--- src/rtl/fetch_pkg.sv ---
// fetch_pkg: shared fetch/decode constants and the PC sequencer state encoding
package fetch_pkg;
  localparam int PC_WIDTH = 32;
  localparam int INSTR_WIDTH = 16;
  localparam int INT_IDX_W = 4;
  localparam logic [31:0] RESET_PC = 32'd32;
  localparam logic [31:0] VEC_BASE = 32'd0;
  typedef enum logic [1:0] {
    RUN    = 2'd0,
    VEC_HI = 2'd1,
    VEC_LO = 2'd2
  } state_e;
endpackage

--- src/rtl/fetch_sequencer_pc_next_mux.sv ---
// pc_next_mux: next-PC priority select (reset, vector load, branch, stall, increment)
module pc_next_mux #(
  parameter int PC_WIDTH = fetch_pkg::PC_WIDTH,
  parameter logic [PC_WIDTH-1:0] RESET_PC = PC_WIDTH'(fetch_pkg::RESET_PC)
) (
  input  logic                  reset,
  input  fetch_pkg::state_e     state,
  input  logic                  take,
  input  logic                  branch_taken,
  input  logic [PC_WIDTH-1:0]   branch_target,
  input  logic                  stall,
  input  logic [PC_WIDTH-1:0]   pc,
  input  logic [PC_WIDTH-1:0]   vec_pc,
  output logic [PC_WIDTH-1:0]   pc_d
);
  import fetch_pkg::*;
  // An accepted interrupt parks the PC; the handler address arrives in VEC_LO.
  always_comb begin
    pc_d = !reset ? RESET_PC :
           state == VEC_LO ? vec_pc :
           (state != RUN || take) ? pc :
           branch_taken ? branch_target :
           stall ? pc : pc + PC_WIDTH'(1);
  end
endmodule

--- src/rtl/fetch_sequencer.sv ---
// fetch_sequencer: owns the fetch PC; sequences increment/stall/branch and
// two-word interrupt vector loads from the low region of instruction memory.
module fetch_sequencer #(
  parameter int PC_WIDTH = fetch_pkg::PC_WIDTH,
  parameter int INSTR_WIDTH = fetch_pkg::INSTR_WIDTH,
  parameter logic [PC_WIDTH-1:0] RESET_PC = PC_WIDTH'(fetch_pkg::RESET_PC),
  parameter logic [PC_WIDTH-1:0] VEC_BASE = PC_WIDTH'(fetch_pkg::VEC_BASE),
  parameter int INT_IDX_W = fetch_pkg::INT_IDX_W
) (
  input  logic                   clk,
  input  logic                   reset,
  input  logic                   stall,
  input  logic                   branch_taken,
  input  logic [PC_WIDTH-1:0]    branch_target,
  input  logic                   int_req,
  input  logic [INT_IDX_W-1:0]   int_index,
  input  logic                   int_done,
  input  logic [INSTR_WIDTH-1:0] imem_data,
  output logic [PC_WIDTH-1:0]    imem_addr,
  output logic [PC_WIDTH-1:0]    pc_out,
  output logic                   fetch_valid,
  output logic                   int_ack,
  output logic [PC_WIDTH-1:0]    saved_pc,
  output logic                   busy
);
  import fetch_pkg::*;
  state_e                  state_q, state_d;
  logic [PC_WIDTH-1:0]     pc_q, pc_d, saved_pc_q, saved_pc_d, vec_ptr_q, vec_ptr_d, vec_pc;
  logic [INSTR_WIDTH-1:0]  vec_hi_q, vec_hi_d;
  logic                    int_en_q, int_en_d, int_ack_q, int_ack_d, take;
  pc_next_mux #(.PC_WIDTH(PC_WIDTH), .RESET_PC(RESET_PC)) u_mux (
    .reset(reset), .state(state_q), .take(take), .branch_taken(branch_taken),
    .branch_target(branch_target), .stall(stall), .pc(pc_q), .vec_pc(vec_pc), .pc_d(pc_d)
  );
  always_comb begin
    take = state_q == RUN && int_req && int_en_q;
    state_d = take ? VEC_HI : state_q == VEC_HI ? VEC_LO : RUN;
    saved_pc_d = take ? (branch_taken ? branch_target : pc_q) : saved_pc_q;
    vec_ptr_d = take ? VEC_BASE + (PC_WIDTH'(int_index) << 1) : vec_ptr_q;
    vec_hi_d = state_q == VEC_HI ? imem_data : vec_hi_q;
    int_en_d = take ? 1'b0 : int_done ? 1'b1 : int_en_q;
    int_ack_d = take;
    vec_pc = PC_WIDTH'({vec_hi_q, imem_data});
  end
  always_ff @(posedge clk) begin
    pc_q <= pc_d;
    if (!reset) begin
      state_q <= RUN;
      int_en_q <= 1'b1;
      saved_pc_q <= '0;
      vec_hi_q <= '0;
      vec_ptr_q <= '0;
      int_ack_q <= 1'b0;
    end else begin
      state_q <= state_d;
      int_en_q <= int_en_d;
      saved_pc_q <= saved_pc_d;
      vec_hi_q <= vec_hi_d;
      vec_ptr_q <= vec_ptr_d;
      int_ack_q <= int_ack_d;
    end
  end
  assign imem_addr = state_q == VEC_HI ? vec_ptr_q :
                     state_q == VEC_LO ? vec_ptr_q + PC_WIDTH'(1) : pc_q;
  assign pc_out = pc_q;
  assign fetch_valid = reset && state_q == RUN && !stall && !take;
  assign int_ack = int_ack_q;
  assign saved_pc = saved_pc_q;
  assign busy = state_q != RUN;
endmodule

--- config.mk ---
export PLATFORM = sky130hd
export DESIGN_NAME = fetch_sequencer
export DESIGN_NICKNAME = d
export VERILOG_FILES = /design/src/rtl/fetch_pkg.sv /design/src/rtl/fetch_sequencer_pc_next_mux.sv /design/src/rtl/fetch_sequencer.sv
export SDC_FILE = /design/constraint.sdc
export NUM_CORES = 1
export LEC_CHECK = 0
export BUFFER_PORTS_ARGS = -buffer_cell sky130_fd_sc_hd__buf_2
export CAP_MARGIN = 20
export CORE_MARGIN = 5
export CORE_UTILIZATION = 55
export DETAILED_ROUTE_END_ITERATION = 8
export MAX_ROUTING_LAYER = met4
export PLACE_DENSITY = 0.92
export SLEW_MARGIN = 20
export SYNTH_ARGS = -nofsm -noshare
export SYNTH_HDL_FRONTEND = slang
export SYNTH_SLANG_ARGS = --single-unit
--- constraint.sdc ---
create_clock -name clk -period 2.9 [get_ports clk]
set_input_delay 0.29 -clock clk [delete_from_list [all_inputs] [get_ports clk]]
set_output_delay 0.29 -clock clk [all_outputs]
set_load 0.05 [all_outputs]
# --- Word level (Yosys, flattened, before mapping) ---
# Cells that the tools add are included.
classes:
  addsub: 2
  eq_ne: 4
  mux: 11
  n_bitwise: 1
  reduce_logical: 13
ops:
  columns: ["op", "n"]
  rows:
  - ["32-bit two-way mux", 7]
  - ["32-bit by 1-bit adder with 32-bit output, second input constant", 1]
  - ["5-bit by 1-bit adder with 6-bit output, second input constant", 1]
  - ["1-bit logical AND", 5]
  - ["2-bit nonzero test", 2]
  - ["1-bit two-way mux", 3]
  - ["3-bit by 1-bit inequality test with 1-bit output, second input constant", 1]
  - ["2-bit by 1-bit == test with 1-bit output, second input constant", 1]
  - ["2-bit == test, second input constant", 1]
  - ["1-bit zero test", 2]
  - ["2-bit zero test", 1]
  - ["2-bit two-way mux", 1]
  - ["2-bit inequality test, second input constant", 1]
  - ["2-bit AND reduction", 1]
  - ["2-bit OR reduction", 1]
  - ["1-bit logical OR", 1]
  - ["1-bit inverter", 1]
totals:
  regBits: 88
  inputBits: 58
  out_inout_bits: 99
  word_cells: 39

# --- Logic depth before layout (Yosys ltp) ---
# Gate-level depths: netlist of the first run.
depth:
  ltp_word: 6
  depth_mapped: 8
  mapped_depth_nobuf: 6

# --- Hierarchy ---
# Synthesis of the first run repeated with hierarchy kept, for this count alone.
hier_totals:
  cells_unflattened: 583
  area_unflattened_um2: 5134.9
modules_own_cells:
  columns: ["mod", "n_inst", "cells_each", "area_each_um2"]
  rows:
  - ["fetch_sequencer", 1, 268, 3285.7]
  - ["pc_next_mux", 1, 315, 1849.3]

# --- Worst setup path before layout of the first run ---
# OpenSTA, ideal clock, no wires.
synth_path:
  kind: "reg2out"
  start: "register state_q[0]"
  end: "output fetch_valid"
  arrival_ns: 3.269
  t_required_ns: 2.610
  setup_slack_ns: -0.659
  path_stages_with_launch: 6
  n_path_buf: 1
  cell_sequence: "dfxtp_1 > nor2_1 > inv_1 > nor2_2 > buf_2 > nor4b_1"
synth_via:
  elab_chain_len: 5
  word_cells_on_any_way: 7
  classes_between: "7 x reduce/logical"
synth_lines:
  columns: ["element", "line", "text"]
  rows:
  - ["from (decl)", "fetch_sequencer.sv:27", "state_e state_q, state_d;"]
  - ["from (signal assigned)", "fetch_sequencer.sv:55", "state_q <= state_d;"]
  - ["2-bit zero test *", "fetch_sequencer.sv:36, fetch_sequencer.sv:66", null]
  - ["1-bit logical AND (2 in a row)", "fetch_sequencer.sv:36", "take = state_q == RUN && int_req && int_en_q;"]
  - ["1-bit zero test", "fetch_sequencer.sv:66", "assign fetch_valid = reset && state_q == RUN && !stall && !take;"]
  - ["1-bit logical AND *", "fetch_sequencer.sv:66", null]
  - ["to (decl)", "fetch_sequencer.sv:21", "output logic fetch_valid,"]
# Mark *: on every way between the ends. The rest lies on a longest branch, timed or not.

# --- Worst setup path after layout of the first run ---
layout_path:
  start: "register state_q[0]"
  end: "output imem_addr[31]"
layout_via:
  elab_chain_len: 3
  word_cells_on_any_way: 4
  classes_between: "2 x eq/ne; 2 x mux"
layout_lines:
  columns: ["element", "line", "text"]
  rows:
  - ["2-bit == test", "fetch_sequencer.sv:64", "state_q == VEC_LO ? vec_ptr_q + PC_WIDTH'(1) : pc_q;"]
  - ["32-bit two-way mux", "fetch_sequencer.sv:64", null]
  - ["32-bit two-way mux *", "fetch_sequencer.sv:63", "assign imem_addr = state_q == VEC_HI ? vec_ptr_q :"]
  - ["to (decl)", "fetch_sequencer.sv:19", "output logic [PC_WIDTH-1:0] imem_addr,"]
# Marks and branches as above.

==> flow_metrics.tcl, run 1 <==
set metrics [dict create \
    status "completed" \
    avgViaCountPerCell 6.51 \
    path_cells "nand2b_2, and3_1, buf_2" \
    finalCoreUtilization_pct 68.7 \
    area_growth_pct 20.1 \
    seqPwrFrac_pct 40.7 \
    nFillCells 693 \
    dr_total_vias 5165 \
    slowest_delay_ps 760 \
    path_clk_slew_ps 100 \
    ys_ff_latch 87 \
    placed_cell_area_um2 5510 \
    drtPass1Iterations 5 \
    core_um2 8300 \
    post_cts_buffers 0 \
    die_y_um 103 \
    drt-met1-wl_um 6480 \
    critPathMaxFanout 45 \
    yosysWarnings 0 \
    finalSetupViolations 0 \
    regArea_um2 1740 \
    antenna_found_initial 0 \
    overflow 0 \
    io-pin-count 157 \
    grtUsageTotal_pct 30.9 \
    clk_latency_ps 370 \
    hold_violations 0 \
    clkPwrFrac_pct 23.4 \
    finalSetupTns_ps 0 \
    setup_ws_ps 431 \
    cp_data_arrival_time_ps 2180 \
    ctsHoldBuffers 0 \
    grt_pass1_vias 4978 \
    routed-wl-met2_um 7420 \
    synthAdderAreaFrac_pct 0.264 \
    cts_buffers 9 \
    yosysUniqueCellTypes 55 \
    num_rows 33 \
    fin_nets 742 \
    crit_type "flop to output port" \
    p_per_area_nw_per_um2 625 \
    cts_root_buffer "clkbuf_8" \
    comb_power_share_pct 35.9 \
    numPortBuffers 156 \
    tightest_slew_ps 872 \
    synth_simple_gate_area_share_pct 21.7 \
    synth_compound_area_share_pct 26.6 \
    die_w_um 103 \
    totalWireLength_um 16000 \
    finish.instance_area_um2 5700 \
    route.met3.wl_um 1710 \
    initialDrtViolationCount 557 \
    rsz0062_at_grt "no" \
    grt_start_max_net_pins 46 \
    synth.net_count 615 \
    htree_num_levels 3 \
    skew_ps 13.8 \
    fin_crit_sh_pct 85.1 \
    ir_drop_v 0.000402 \
    synth.area.top_cells "dfxtp_1 37%, o211a_1 7.0%, nand2_1 6.4%, mux2i_1 6.1%, o221ai_1 5.2%" \
    gp_congestion 0.925 \
    avgSynthCellArea_um2 8.54 \
    ant_nets 0 \
    yosysSeqAreaShare_pct 36.7 \
    crit_slowest_cell "nand2b_2" \
    total_leakage_power_nw 2.83 \
    cts_tree "done" \
    num_antenna_cells 0 \
    hold_depth 3 \
    internal-power_w 0.00201 \
    async_flop_share_pct 0 \
    power_w 0.00356 \
    synth_edf_count 0 \
    start_util_pct 57.2 \
    synthesis.area_um2 4750 \
    route.detailed.drc 0 \
    fmax_mhz 405 \
    wl_per_cell_um 20.2 \
    synth_top_cell_area_share_pct 36.7 \
    yosysTopAreaCell "dfxtp_1" \
    end_kind "output port" \
    switching_share_pct 43.7 \
    synth_top_family_by_area "compound AO/OA/AOI/OAI gates" \
    multi_input_area_um2 2710 \
    synth_ff_type "dfxtp_1" \
    drv_slew 0 \
    switchingPower_w 0.00156 \
    synthXorXnorAreaFrac_pct 0.923 \
    relSlewSlack_pct 41.9 \
    topRoutingLayerUsed "met4" \
    synth_mux_area_share_pct 7.30 \
    reg2reg_depth 6 \
    hpwl_um 11500 \
    required_ps 2610 \
    cap_violations 0 \
    cts_sinks 87 \
    die_area_um2 10600 \
    grt_pass1_wl_um 25100 \
    period_minus_slack_ps 2470 \
    synthCells 556 \
    start_kind "flop" \
    layout-drive-gt1-share_pct 30.2 \
    dpl_worst_slack_ps 807 \
    clock_path_buffers 2 \
    hold_path_class "input pin to flop" \
    cts_resized 0 \
]
Yosys cell counts (2+ instances only):
cell / n
buf_2: 14
buf_4: 5
nand4_1: 5
clkbuf_1: 32
nand2_1: 81
nor4_1: 4
a211o_1: 4
a21boi_0: 16
o21ai_0: 20
and2_1: 2
nand2b_1: 3
a311oi_1: 8
o211a_1: 33
nand3_1: 15
buf_6: 3
o221ai_1: 28
a31o_2: 3
nor2_1: 15
o31ai_1: 4
and3_1: 31
a211oi_1: 10
xnor2_1: 4
nor2b_1: 7
a21oi_1: 21
and4_1: 4
dfxtp_1: 87
nor3_1: 20
mux2_2: 5
inv_1: 10
o211ai_1: 8
mux2i_1: 29
or3_1: 2
power by group through the flow:
stage / logic, W / clock network [W] / registers [W]
2_1_floorplan: 0.000625 / 0 / 0.00178
4_1_cts: 0.00127 / 0.000828 / 0.00144
3_3_place_gp: 0.00124 / 0 / 0.00146
6_report: 0.00128 / 0.000832 / 0.00145
3_5_place_dp: 0.00127 / 0 / 0.00147
5_1_grt: 0.00135 / 0.000892 / 0.00147
metal layers:
metal,GRT usage (%),vias to the layer above
met5,-,-
met4,11.1,0
met3,5.89,50
met2,47.8,339
met1,40.3,2448
li1,-,2328
path summary, 6_finish.rpt:
kind,start,slack (ps),endpoint
setup / recovery,state_q[0],430,imem_addr[31]
hold / removal,int_index[0],180,vec_ptr_q[1]
setup reg to reg,pc_out[1],790,pc_out[26]
hold reg to reg,vec_hi_q[13],480,vec_hi_q[13]
area by class of cell:
class                   count  share of cell area [%]
clock inverters             6                   0.900
well taps                 105                    2.31
flip-flops and latches     87                    30.6
multi-input cells         404                    47.5
inverters                  10                   0.659
repair buffers            171                    15.7
clock buffers              10                    2.41
metrics by stage:
stage	hold WS, ps	cells
floorplan	435	556
global placement	463	777
detailed placement	464	777
CTS	185	793
global route	202	793
finish	181	793
critical path, delay by kind of cell (launching register included):
kind | cells | cell delay [ps]
and+or+nand+nor | 2 | 1040
DFF | 1 | 480
buffers and inverters | 1 | 280
state kept, by name, summed over array words and instances (netlist names):
register,flops
vec_hi_q,16
int_en_q,1
vec_ptr_q,4
pc_out,32
saved_pc,32
state_q,2
cells in the final DEF (no fill, tap or decap), types with 3 or more instances in the layout:
cell type / n
buf_2: 156
dfxtp_1: 87
nand2_1: 81
o211a_1: 33
and3_1: 31
mux2i_1: 29
o221ai_1: 28
a21oi_1: 21
nor3_1: 20
o21ai_0: 20
a21boi_0: 16
nor2_1: 15
nand3_1: 15
buf_4: 15
inv_1: 10
a211oi_1: 10
clkbuf_8: 10
o211ai_1: 8
a311oi_1: 8
nor2b_1: 7
mux2_2: 5
nand4_1: 5
and4_1: 4
nor4_1: 4
o31ai_1: 4
a211o_1: 4
xnor2_1: 4
a31o_2: 3
inv_6: 3
cells by family (layout without fill, tap and decap cells):
kind of cell | count (synthesis) | count (layout)
adders and majority gates | 1 | 1
DFF | 87 | 87
AOI/OAI and AO/OA | 162 | 162
buffers and inverters | 65 | 197
xor gates and xnor gates | 5 | 5
and+or+nand+nor | 202 | 202
muxes | 34 | 34
(Power assumes the default switching activity.)
==> run 2, diff against run 1 <==
--- a/config.mk
+++ b/config.mk
@@ -9,9 +9,10 @@
 export CAP_MARGIN = 20
 export CORE_MARGIN = 5
 export CORE_UTILIZATION = 55
+export CTS_CLUSTER_SIZE = 10
 export DETAILED_ROUTE_END_ITERATION = 8
 export MAX_ROUTING_LAYER = met4
-export PLACE_DENSITY = 0.92
+export PLACE_DENSITY = 0.91
 export SLEW_MARGIN = 20
 export SYNTH_ARGS = -nofsm -noshare
 export SYNTH_HDL_FRONTEND = slang
==> run 2 against run 1 <==
Net effect:
- maximum frequency up 0.62%
- sequential power about the same
- cell area is 0.92% higher
- first-iteration DRC count increased by 8.4%
- via count rose by 0.39%
- sequential share of layout area is 0.28 points lower
- hold slack improved by 7.2 ps
- global-route usage decreased by 0.28 points
- critical path type unchanged
==> flow_metrics.tcl, run 2 (synthesis results as in run 1) <==
set metrics [dict create \
    post_cts_buffers 0 \
    clock_path_buffers 2 \
    period_minus_slack_ps 2450 \
    cp_data_arrival_time_ps 2160 \
    layout_common_cells "156 x buf_2, 87 x dfxtp_1, 81 x nand2_1" \
    cts_buffers 9 \
    status "completed" \
    antenna_found_initial 0 \
    ant_nets 0 \
    setup_ws_ps 446 \
    numPortBuffers 156 \
    avgViaCountPerCell 6.55 \
    end_kind "output port" \
    path_depth 3 \
    num_rows 33 \
    cts_tree "done" \
    start_util_pct 57.2 \
    fin_crit_sh_pct 84.6 \
    num_antenna_cells 0 \
    cts_sinks 87 \
    path_clk_slew_ps 90 \
    gp_congestion 0.981 \
    overflow 0 \
    initialDrtViolationCount 604 \
    cp_top_family "simple AND/OR/NAND/NOR gates" \
    crit_type "flop to output port" \
    layout-drive-gt1-share_pct 30.2 \
    dpl_worst_slack_ps 874 \
    io-pin-count 157 \
    drv_slew 0 \
    area_growth_pct 21.2 \
    htree_num_levels 3 \
    clk_latency_ps 360 \
    multi_input_area_um2 2710 \
    dr_total_vias 5185 \
    cts_root_buffer "clkbuf_8" \
    grt_pass1_vias 4912 \
    final_common_cell "buf_2" \
    p_per_area_nw_per_um2 646 \
    cap_violations 0 \
    fin_nets 740 \
    ir_drop_v 0.000374 \
    hold_path_class "input pin to flop" \
    crit_end "imem_addr[11]" \
    r2r_end "pc_out[29]" \
    finalCoreUtilization_pct 69.3 \
    grtUsageTotal_pct 30.6 \
    path_cells "nand2b_2, and3_1, buf_2" \
    ctsHoldBuffers 0 \
    tightest_slew_ps 916 \
    start_kind "flop" \
    grt_start_max_net_pins 59 \
    finalSetupTns_ps 0 \
    r2r_slack_ps 820 \
    hold_violations 0 \
    required_ps 2610 \
    cp-startpoint "state_q[0]" \
    die_y_um 103 \
    skew_ps 11.5 \
    cp_num_buf_inv 1 \
    rsz0062_at_grt "no" \
    core_um2 8300 \
    crit_slowest_cell "nand2b_2" \
    fmax_mhz 407 \
    die_area_um2 10600 \
    total_leakage_power_nw 2.85 \
    r2r_start "pc_out[4]" \
    drtPass1Iterations 8 \
    die_w_um 103 \
    wl_per_cell_um 20.3 \
    nFillCells 694 \
    finalSetupViolations 0 \
    cts_resized 0 \
    totalWireLength_um 16100 \
    hpwl_um 11500 \
    relSlewSlack_pct 38.9 \
    finalHoldWorstSlack_ps 189 \
    reg2reg_depth 5 \
    grt_pass1_wl_um 25000 \
    route.detailed.drc 0 \
    critPathMaxFanout 45 \
    slowest_delay_ps 780 \
    regArea_um2 1740 \
]
run 2: stage by stage:
stage / instances / area, um^2 / total power (W)
CTS: 791 / 5750 / 0.00371
global route: 791 / 5750 / 0.00385
detailed placement: 775 / 5520 / 0.00275
global placement: 775 / 5520 / 0.00272
finish: 791 / 5750 / 0.00371
floorplan: 556 / 4750 / 0.00241
run 2: worst min-delay path by stage:
stage | to | cells past startpoint | startpoint | slack (ps)
6_report | vec_ptr_q[2] | 3 | int_index[1] | 190
5_1_grt | vec_ptr_q[2] | 3 | int_index[1] | 210
4_1_cts | vec_ptr_q[4] | 3 | int_index[3] | 190
3_5_place_dp | vec_hi_q[9] | 2 | vec_hi_q[9] | 460
3_3_place_gp | vec_hi_q[9] | 2 | vec_hi_q[9] | 450
2_1_floorplan | vec_hi_q[10] | 2 | imem_data[10] | 430
run 2: power by group:
part,internal [W],switching [W]
sequential,0.00131,0.000136
combinational,0.000349,0.000934
clock,0.000515,0.000466
total,0.00218,0.00154
run 2: area by class of cell:
type	count	share of cell area [%]
clock buffers	10	2.39
multi-input cells	404	47.1
inverters	10	0.653
repair buffers	169	15.7
well taps	105	2.28
clock inverters	6	1.59
flip-flops and latches	87	30.3
run 2: routing by layer:
metal / vias up / share of wire (%) / track usage [%]
met1: 2462 / 39 / 39.1
li1: 2330 / - / -
met4: 0 / 3.8 / 15.5
met5: - / 0 / -
met3: 58 / 11 / 4.87
met2: 335 / 46 / 46.8
run 2: worst reg2reg max path: stages (launching register included):
cell	delay (ps)
dfxtp_1	500
and3_1	420
nand3_2	280
nor4_1	500
a31o_2	240
a21oi_1	40
